`src/rtl/wn_pdcchrx_freq_chest_expand.sv`:
```
// rtl/wn_pdcchrx_freq_chest_expand.sv - repeats each averaged DMRS channel estimate over its data REs
// Optional macro WN_PDCCHRX_CHEST_EXPAND_REIDX_EN adds data_out_tuser (RE index within symbol).
module wn_pdcchrx_freq_chest_expand #(
    parameter int nRx = 2
) (
    input  logic              clk,
    input  logic              rstn,
    input  logic [4:0]        config_in_tdata,
    input  logic              config_in_tvalid,
    output logic              config_in_tready,
    input  logic [nRx*32-1:0] data_in_tdata,
    input  logic              data_in_tvalid,
    output logic              data_in_tready,
    input  logic              data_in_tlast,
    output logic [nRx*32-1:0] data_out_tdata,
    output logic              data_out_tvalid,
    input  logic              data_out_tready,
    output logic              data_out_tlast
`ifdef WN_PDCCHRX_CHEST_EXPAND_REIDX_EN
    ,
    output logic [10:0]       data_out_tuser
`endif
);

    typedef enum logic [1:0] {IDLE, LOAD, EXPAND} state_t;

    state_t     state, state_nxt;
    logic [4:0] rep_cnt, rep_max;
    logic [1:0] sym_cnt, sym_max;
    logic       held_last;
    logic       out_hs, in_hs, last_beat;

    assign out_hs    = data_out_tvalid && data_out_tready;
    assign in_hs     = data_in_tvalid && data_in_tready;
    assign last_beat = (state == EXPAND) && out_hs && (rep_cnt == rep_max);

    always_ff @(posedge clk or negedge rstn) begin
        if (!rstn) state <= IDLE;
        else       state <= state_nxt;
    end

    // Ready signals are pure state decodes; rstn gating keeps config_in_tready low during reset.
    always_comb begin
        state_nxt        = state;
        config_in_tready = 1'b0;
        data_in_tready   = 1'b0;
        case (state)
            IDLE: begin
                config_in_tready = rstn;
                if (config_in_tvalid) state_nxt = LOAD;
            end
            LOAD: begin
                data_in_tready = 1'b1;
                if (data_in_tvalid) state_nxt = EXPAND;
            end
            EXPAND: begin
                if (last_beat) begin
                    if (held_last) begin
                        state_nxt = (sym_cnt == sym_max) ? IDLE : LOAD;
                    end else begin
                        data_in_tready = 1'b1;
                        state_nxt      = data_in_tvalid ? EXPAND : LOAD;
                    end
                end
            end
            default: state_nxt = IDLE;
        endcase
    end

    always_ff @(posedge clk or negedge rstn) begin
        if (!rstn) begin
            rep_cnt         <= '0;
            rep_max         <= '0;
            sym_cnt         <= '0;
            sym_max         <= '0;
            held_last       <= 1'b0;
            data_out_tdata  <= '0;
            data_out_tvalid <= 1'b0;
            data_out_tlast  <= 1'b0;
        end else begin
            if (state == IDLE && config_in_tvalid) begin
                case (config_in_tdata[2:0])
                    3'd2:    rep_max <= 5'd5;
                    3'd3:    rep_max <= 5'd8;
                    default: rep_max <= 5'd17;
                endcase
                sym_max <= (config_in_tdata[4:3] == 2'd0) ? 2'd0 : config_in_tdata[4:3] - 2'd1;
                sym_cnt <= '0;
            end
            if (in_hs) begin
                data_out_tdata  <= data_in_tdata;
                held_last       <= data_in_tlast;
                rep_cnt         <= '0;
                data_out_tvalid <= 1'b1;
                data_out_tlast  <= 1'b0;
            end else if (last_beat) begin
                data_out_tvalid <= 1'b0;
                data_out_tlast  <= 1'b0;
                rep_cnt         <= '0;
                if (held_last) sym_cnt <= (sym_cnt == sym_max) ? 2'd0 : sym_cnt + 2'd1;
            end else if (state == EXPAND && out_hs) begin
                rep_cnt        <= rep_cnt + 5'd1;
                data_out_tlast <= held_last && ((rep_cnt + 5'd1) == rep_max);
            end
        end
    end

`ifdef WN_PDCCHRX_CHEST_EXPAND_REIDX_EN
    always_ff @(posedge clk or negedge rstn) begin
        if (!rstn)       data_out_tuser <= '0;
        else if (out_hs) data_out_tuser <= data_out_tlast ? 11'd0 : data_out_tuser + 11'd1;
    end
`endif

endmodule

```
`config.mk`:
```
export PLATFORM = sky130hd
export DESIGN_NAME = wn_pdcchrx_freq_chest_expand
export DESIGN_NICKNAME = d
export VERILOG_FILES = /design/src/rtl/wn_pdcchrx_freq_chest_expand.sv
export SDC_FILE = /design/constraint.sdc
export NUM_CORES = 1
export LEC_CHECK = 0
export BUFFER_PORTS_ARGS = -buffer_cell sky130_fd_sc_hd__buf_2
export CORE_MARGIN = 2
export CORE_UTILIZATION = 44
export DETAILED_ROUTE_END_ITERATION = 8
export GPL_TIMING_DRIVEN = 0
export PLACE_DENSITY = 0.76
export SYNTH_ARGS = -nofsm -noshare
export SYNTH_HDL_FRONTEND = slang
export SYNTH_SLANG_ARGS = --single-unit
```
`constraint.sdc`:
```
create_clock -name clk -period 2.2 [get_ports clk]
set_input_delay 0.11 -clock clk [delete_from_list [all_inputs] [get_ports clk]]
set_output_delay 0.11 -clock clk [all_outputs]
set_load 0.01 [all_outputs]
```
## Yosys cells after proc, flatten, opt, wreduce, memory -nomap -nowiden

Cells that the tools add are included.

- Bits in registers: 83
- Input port bits: 75
- Output and inout port bits: 68
- Word-level logic and storage cells: 59

- Add/subtract/negate cells: 3
- Eq/ne operators: 10
- Multiplexer cells: 26
- Reduce and logical (&&, ||, !) cells: 11

Operator list:

| kind | number |
|---|---|
| two-way mux 2 bit | 11 |
| two-way mux 5 bit | 3 |
| equality test 5 bit | 2 |
| case mux 5 bit (2 select lines) | 1 |
| two-way mux 1 bit | 9 |
| equality test 3 x 2 -> 1 bit, second input constant | 2 |
| logical AND 1 bit | 6 |
| inequality test 2 bit, second input constant | 3 |
| case mux 2 bit (3 select lines) | 1 |
| adder 5 x 1 -> 5 bit, second input constant | 1 |
| logical NOT 2 bit | 2 |
| AND reduction 3 bit | 1 |
| nonzero test 3 bit | 1 |
| adder 2 x 1 -> 2 bit, second input constant | 1 |
| equality test 2 x 1 -> 1 bit, second input constant | 1 |
| equality test 2 bit | 1 |
| equality test 2 bit, second input constant | 1 |
| case mux 1 bit (2 select lines) | 1 |
| nonzero test 2 bit | 1 |
| subtractor 2 x 1 -> 2 bit, second input constant | 1 |

## Depth between registers and ports, before layout

Gate-level depths: netlist of the first run.

- Depth in word-level cells: 7
- Gate-level depth with buffers: 9
- Mapped depth without buffers: 7

## Worst setup path after synthesis of the first run

Ideal clock, no wire load.

- Kind: reg-to-reg
- Start point: register state[0]
- End point: register data_out_tdata[0]
- Arrival time: 2.139 ns
- Data required time: 2.073 ns
- Setup slack: -0.067 ns
- Stages on the path, launching flop included: 10
- Path through: dfrtp_1 -> inv_1 -> ha_1 -> nand3_2 -> nor4b_4 -> nand2_2 -> o21ai_2 -> buf_6 -> buf_8 -> mux2_1

- Cells in the longest elaborated chain, start to end: 6
- Elaborated cells on any way between the ends: 7
- Those cells by class: eq/ne (2); mux (2); reduce/logical (3)

RTL lines:

| what | RTL line | text |
|---|---|---|
| from (decl) | 27 | `state_t state, state_nxt;` |
| from (signal assigned) | 39 | `else state <= state_nxt;` |
| equality test 2 bit | 35, 47 |  |
| logical AND 1 bit (2 in a row) | 35 | `assign last_beat = (state == EXPAND) && out_hs && (rep_cnt == rep_max);` |
| two-way mux 1 bit | 57 | `if (last_beat) begin` |
| case mux 1 bit (2 select lines) (*) | 47 | `case (state)` |
| logical AND 1 bit (*) | 34 | `assign in_hs = data_in_tvalid && data_in_tready;` |
| to (signal assigned) | 91 | `data_out_tdata <= data_in_tdata;` |
| to (decl) | 15 | `output logic [nRx*32-1:0] data_out_tdata,` |

Mark *: on every way between the ends. The rest lies on a longest branch, timed or not.
A chain may end at the register's enable or synchronous reset.

## Final worst setup path of the first run

- Start point: register state[0]
- End point: register data_out_tdata[48]

Same word-level chain as after synthesis.

==> results of run 1 <==
[per-layer routing]
| layer | part of all wire (%) | global-route usage, % | up-vias |
|---|---|---|---|
| met1 | 39 | 21.3 | 1376 |
| met4 | 1.7 | 6.52 | 0 |
| li1 | - | - | 1335 |
| met5 | 0 | 0 | - |
| met2 | 55 | 37.2 | 75 |
| met3 | 4.9 | 6.23 | 13 |
[worst register-to-register path: stages (launching register included)]
cell,delay (ns)
dfrtp_1,0.40
inv_2,0.09
ha_4,0.17
nand3_4,0.09
nor4b_4,0.29
nand2_2,0.13
o21ai_4,0.22
buf_12,0.18
buf_12,0.15
mux2_4,0.31
[state kept, by name, indices dropped and copies added (netlist names)]
register,flops
state,2
sym_max,2
data_out_tdata,64
data_out_tlast,1
sym_cnt,2
rep_cnt,5
held_last,1
data_out_tvalid,1
rep_max,4
[placed cells by master, fill, tap and decap left out, drive strengths merged, types with 3 or more instances in the layout]
cell type and instances:
buf 162, dfrtp 82, dlygate4sd3 66, mux2 65, nand2 13, clkbuf 13, nor2 9, xor2 8
a21oi 8, inv 6, nand3 5, o21ai 5, ha 5, xnor2 3, nand4 3, nand2b 3
nor2b 3, clkinvlp 3
[power by group]
group / switching [W] / internal, W
sequential: 0.000424 / 0.00221
clock: 0.000547 / 0.000555
combinational: 0.00134 / 0.00180
[through the flow]
| step | cell area (um2) | utilization, % | power [W] | hold slack (ns) |
|---|---|---|---|---|
| global placement | 4450 | 57.0 | 0.00535 | 0.321 |
| floorplan | 3610 | - | 0.00443 | -0.186 |
| finish | 5520 | 70.6 | 0.00688 | 0.0175 |
| detailed placement | 4480 | 57.4 | 0.00548 | 0.0396 |
| CTS | 5390 | 69.0 | 0.00675 | 0.0000251 |
| global route | 5520 | 70.6 | 0.00732 | 0.000445 |
[timing repair]
action,4_1_cts,5_1_grt
hold buffers,65,1
endpoints found under the hold margin,87,1
pin swaps,2,3
endpoints found under the setup margin,66,47
setup buffers,5,7
gates cloned,0,1
resized for setup,4,10
[final cells by class]
class | count | area [um2]
clock buffers | 10 | 138
flip-flops and latches | 82 | 2050
clock inverters | 6 | 66.3
fillers | 557 | 2290
plain buffers | 9 | 118
multi-input cells | 150 | 1470
well taps | 102 | 128
inverters | 6 | 22.5
repair buffers | 222 | 1520
[cells by family after synthesis]
kind of cell	synth area share, %
DFF	57.0
muxes	23.5
and+or+nand+nor	6.64
AOI/OAI and AO/OA	4.83
buffers and inverters	3.65
xor gates and xnor gates	2.68
adders and majority gates	1.74
[final timing paths]
| check | slack (ns) | startpoint | depth (start not counted) | end |
|---|---|---|---|---|
| setup / recovery | 0.05 | state[0] | 9 | data_out_tdata[48] |
| max in group asynchronous | 1.35 | rstn | 3 | state[1] |
| hold / removal | 0.02 | data_in_tdata[51] | 2 | data_out_tdata[51] |
| setup reg to reg | 0.05 | state[0] | 9 | data_out_tdata[48] |
| min in group asynchronous | 0.24 | rstn | 2 | data_out_tdata[40] |
| hold reg to reg | 0.50 | data_out_tdata[62] | 1 | data_out_tdata[62] |
==> results.txt, run 1 <==
critical path, cell by cell = inv_2, ha_4, nand3_4, nor4b_4, nand2_2, o21ai_4, buf_12, buf_12, mux2_4
cell mode on critical path = buf_12
worst min path class = in2reg
EDFF count, synth = 0
grt ovf = 0
# nets final = 560
synth top area cells = dfrtp_1, mux2_4, mux2_2, mux2_1, xor2_1
Fin Setup TNS = 0 ns
Mapped Area = 0.00360 mm2
total number of vias = 2799
top-area cell type share of the netlist area = 57.0%
initial antenna violation count = 0
Pre-antenna DRT Iters = 4
slew at the pin with the worst max-slew slack = 0.452 ns
dpl ws = -0.274 ns
wire length per cell = 14.9 um
Slowest-stage cell, CP = dfrtp_1
critical path's top delay family = simple AND/OR/NAND/NOR gates
first-pass GRT wire length = 13800 um
Avg Cell Area, Syn = 14.6 um2
pwr/cell area = 1250 mW/mm2
post-DP HPWL = 5640 um
buffers and inverters on the worst path = 3
syn_nets = 327
status = completed
Setup Skew = 0.00696 ns
via count of the first global-routing pass = 3018
DRC = 0
Synth Register Bits = 82
gpl congestion = 0.830
CTS tree = yes
sequential element share of the synthesized area = 57.0%
Core Area = 0.00781 mm2
Worst-path clk slew = 0.08 ns
pin count of the biggest net entering global routing = 61
PortBufs = 142
Layout area overhead = 53.2%
later-pin clock latency in the skew report = 0.35 ns
htree depth = 3
Post-Layout Cell Count = 587
Synth Instances = 247
Iteration-0 DRC Markers = 49
final number of max-transition violations = 0
YS warnings = 0
Final Hold Vio Count = 0
final worst setup slack = 0.0483 ns
top-count cell post-synth = dfrtp_1
Worst Path Class, Setup = reg2reg
Synth area leader = dfrtp_1
# setup viols final = 0
CTS Buffer Depth = 2
vias per cell = 4.77
worst vdd ir = 0.688 mV
post-synth cell types = 41
CTS buffer count = 9
Rel. slew slack = 69.8%
minimum clock period = 2.15 ns
clock tree sinks = 82
max-cap viol count = 0
Post-synth ARST share = 100%
antenna diode count = 0
RSZ-0062 raised after global routing = true
CP endpoint kind = flop
Max Clk Rate = 465 MHz
leakage = 2.69 nW
gr usage total = 19.9%
share of post-route cells with drive strength above 1 = 51.8%
Boundary Pins = 143
Crit path largest cell delay = 0.40 ns
Initial Utilization = 46.1%
routed wire length = 8730 um
Post-synth top flop = dfrtp_1
die height = 94.5 um
most frequent cells after synthesis = dfrtp_1, mux2_4, mux2_2, nand2_1, nor2_1
root buffer cell = clkbuf_8
Antenna Nets Post-Route = 0
Crit path required time = 2.43 ns
die span in x = 94.5 um
Setup crit start kind = flop
row cnt = 32
Placed Cells = 492
crit-path max FO = 10
die area = 0.00892 mm2
post-route clock period utilization = 97.8%
WP data arrival = 2.38 ns
No activity file was read; power rests on OpenSTA's default activity.
==> run 2, diff against run 1 <==
--- a/config.mk
+++ b/config.mk
@@ -5,12 +5,14 @@
 export SDC_FILE = /design/constraint.sdc
 export NUM_CORES = 1
 export LEC_CHECK = 0
+export ABC_AREA = 1
 export BUFFER_PORTS_ARGS = -buffer_cell sky130_fd_sc_hd__buf_2
 export CORE_MARGIN = 2
 export CORE_UTILIZATION = 44
 export DETAILED_ROUTE_END_ITERATION = 8
 export GPL_TIMING_DRIVEN = 0
 export PLACE_DENSITY = 0.76
+export SLEW_MARGIN = 20
 export SYNTH_ARGS = -nofsm -noshare
 export SYNTH_HDL_FRONTEND = slang
 export SYNTH_SLANG_ARGS = --single-unit
==> run 2 against run 1 <==
First-iteration DRC count increased to 2.7 times the previous value. Global-route usage grew 1.5 points. Clock power about the same. Die area rose by 5.2%. Critical path depth decreased by 4. Worst setup slack improved by 0.10 ns. Synthesized cell count up 77%. Critical path type is now reg2out. Highest routed layer unchanged.
==> results.txt, run 2 <==
PortBufs = 142
largest register by flop count = data_out_tdata
Setup Skew = 0.00956 ns
clock tree sinks = 82
worst min path class = in2reg
post-route clock period utilization = 93.3%
Layout area overhead = 38.3%
Comb power frac = 46.5%
Initial Utilization = 45.7%
cell count of the worst reg-to-reg path = 12
Rel. slew slack = 63.6%
antenna diode count = 0
Setup Fix Bufs, Post-CTS = 0
NetSw = 0.00291 W
syn_nets = 516
Post-synth top flop = dfrtp_1
Core Util, Final = 63.2%
YS warnings = 0
reg-to-reg endpoint = data_out_tlast
CTS Buffer Depth = 2
FF+latch area = 0.00205 mm2
dpl ws = -0.0218 ns
grt ovf = 0
met2 Use GR = 36.2%
critical path, cell by cell = inv_1, ha_1, clkbuf_2, a21boi_0, buf_2
RSZ-0062 raised after global routing = false
worst vdd ir = 0.570 mV
final worst setup slack = 0.148 ns
Worst Path Class, Setup = reg2out
Multi-input gate area = 0.00148 mm2
most frequent cells in the layout = nand2_1, buf_2, dfrtp_1
Post-Layout Cell Count = 735
largest registers = data_out_tdata (64), rep_cnt (5), rep_max (4)
worst hold start = data_in_tdata[12]
share of post-route cells with drive strength above 1 = 28.9%
row cnt = 33
DRC = 0
Clock power frac = 16.3%
gr usage total = 21.5%
WP data arrival = 1.94 ns
busiest grt layer = met2
vias per cell = 4.98
wire length per cell = 13.5 um
Final Hold Vio Count = 0
Pre-antenna DRT Iters = 4
later-pin clock latency in the skew report = 0.35 ns
die area = 0.00938 mm2
Synth Instances = 436
die span in x = 96.9 um
synth top area cells = dfrtp_1, nand2_1, nand4_1, buf_6, inv_1
htree depth = 3
Post-synth ARST share = 100%
total number of vias = 3662
Iteration-0 DRC Markers = 130
die height = 96.9 um
max FFs per register = 64
Worst-path clk slew = 0.09 ns
root buffer cell = clkbuf_8
CTS buffer count = 9
filler instances = 731
via count of the first global-routing pass = 3539
Avg Cell Area, Syn = 8.70 um2
reg2reg start = state[0]
Setup crit start kind = flop
Synth area leader = dfrtp_1
most frequent cells after synthesis = nand2_1, dfrtp_1, nand4_1, inv_1, nor2_1
# nets final = 705
Boundary Pins = 143
leakage = 2.91 nW
Core Area = 0.00830 mm2
post-DP HPWL = 6960 um
Crit path required time = 2.09 ns
status = completed
WHS Endpoint = data_out_tdata[12]
top-area cell type share of the netlist area = 54.1%
slew at the pin with the worst max-slew slack = 0.546 ns
crit-path max FO = 10
minimum clock period = 2.05 ns
CP endpoint kind = output port
Antenna Nets Post-Route = 0
initial antenna violation count = 0
switching share of power = 42.5%
pwr/cell area = 1310 mW/mm2
Sequential Power Share = 37.3%
pin count of the biggest net entering global routing = 46
Hold WS = 0.0122 ns
Crit path largest cell delay = 0.44 ns
FF-to-FF setup slack = 0.19 ns
first-pass GRT wire length = 16700 um
routed wire length = 9950 um
# setup viols final = 0
Hold Crit Depth = 3
Synth Register Bits = 82
internal power = 0.00394 W
Max Clk Rate = 487 MHz
max-cap viol count = 0
Mapped Area = 0.00379 mm2
commonest non-fill, non-tap cell in the layout = nand2_1
EDFF count, synth = 0
top-count cell post-synth = nand2_1
post-synth cell types = 30
final number of max-transition violations = 0
gpl congestion = 0.841
Slowest-stage cell, CP = dfrtp_1
Placed Cells = 684
sequential element share of the synthesized area = 54.1%
met3 global-route usage = 4.19%
CTS tree = yes
met1 Use GR = 27.7%
-- run 2: changes by cell type in the layout (fill, tap and decap cells not counted), moves of 5 or more --
cell / before / now
nand2_1: 12 / 165
nand4_1: 3 / 66
mux2_4: 37 / 0
dlygate4sd3_1: 66 / 35
mux2_2: 27 / 0
inv_1: 5 / 25
clkbuf_1: 2 / 16
buf_4: 14 / 2
buf_6: 1 / 10
nor2_1: 9 / 17
nand3_1: 4 / 9
-- run 2: cells by family after synthesis --
family	Yosys count	synth area share (%)
xor gates and xnor gates	9	2.08
buffers and inverters	56	7.68
muxes	1	0.264
adders and majority gates	5	1.65
and+or+nand+nor	265	31.5
AOI/OAI and AO/OA	18	2.74
DFF	82	54.1
-- run 2: timing repair --
item / in CTS / in global routing
gates resized for setup: 3 / 3
setup endpoints to repair: 41 / 68
endpoints found under the hold margin: 70 / 2
hold buffers: 33 / 2
-- run 2: per-layer routing --
layer  vias up  wire length [um]
met5         -                 0
met4         0               195
met3        18               450
met2       105              4940
met1      1726              4360
li1       1813                 -
-- run 2: worst max-delay path by stage --
stage / start / to / depth (start not counted)
floorplan: state[0] / data_out_tdata[28] / 13
global placement: state[0] / rep_cnt[3] / 12
detailed placement: state[0] / rep_cnt[3] / 12
CTS: state[0] / data_in_tready / 9
global route: state[0] / data_in_tready / 9
finish: state[1] / data_in_tready / 5
-- run 2: cell type report --
| class | instances | area share, % |
|---|---|---|
| Buffer | 28 | 3.55 |
| Clock buffer | 11 | 2.69 |
| Clock inverter | 5 | 1.19 |
| Inverter | 28 | 2.03 |
| Multi-Input combinational cell | 298 | 28.1 |
| Sequential cell | 82 | 39.1 |
| Tap cell | 105 | 2.50 |
| Timing Repair Buffer | 178 | 20.8 |
-- run 2: critical path: cells and delay by family (launching register included) --
kind / cells / cell delay [ns]
buffers and inverters: 3 / 0.56
DFF: 1 / 0.44
adders and majority gates: 1 / 0.40
AOI/OAI and AO/OA: 1 / 0.19
-- run 2: power by group through the flow --
stage / combinational [W] / sequential, W / clock (W)
floorplan: 0.00175 / 0.00277 / 0
global placement: 0.00300 / 0.00254 / 0
detailed placement: 0.00312 / 0.00256 / 0
CTS: 0.00317 / 0.00255 / 0.00115
global route: 0.00357 / 0.00262 / 0.00122
finish: 0.00318 / 0.00255 / 0.00112
-- run 2: metrics by stage --
step | TNS, ns | cell area (um2) | total power (W)
final | 0 | 5250 | 0.00685
after global placement | 0 | 4640 | 0.00554
after global routing | 0 | 5250 | 0.00741
after CTS | 0 | 5210 | 0.00687
after detailed placement | -0.184 | 4670 | 0.00568
after floorplan | 0 | 3790 | 0.00452
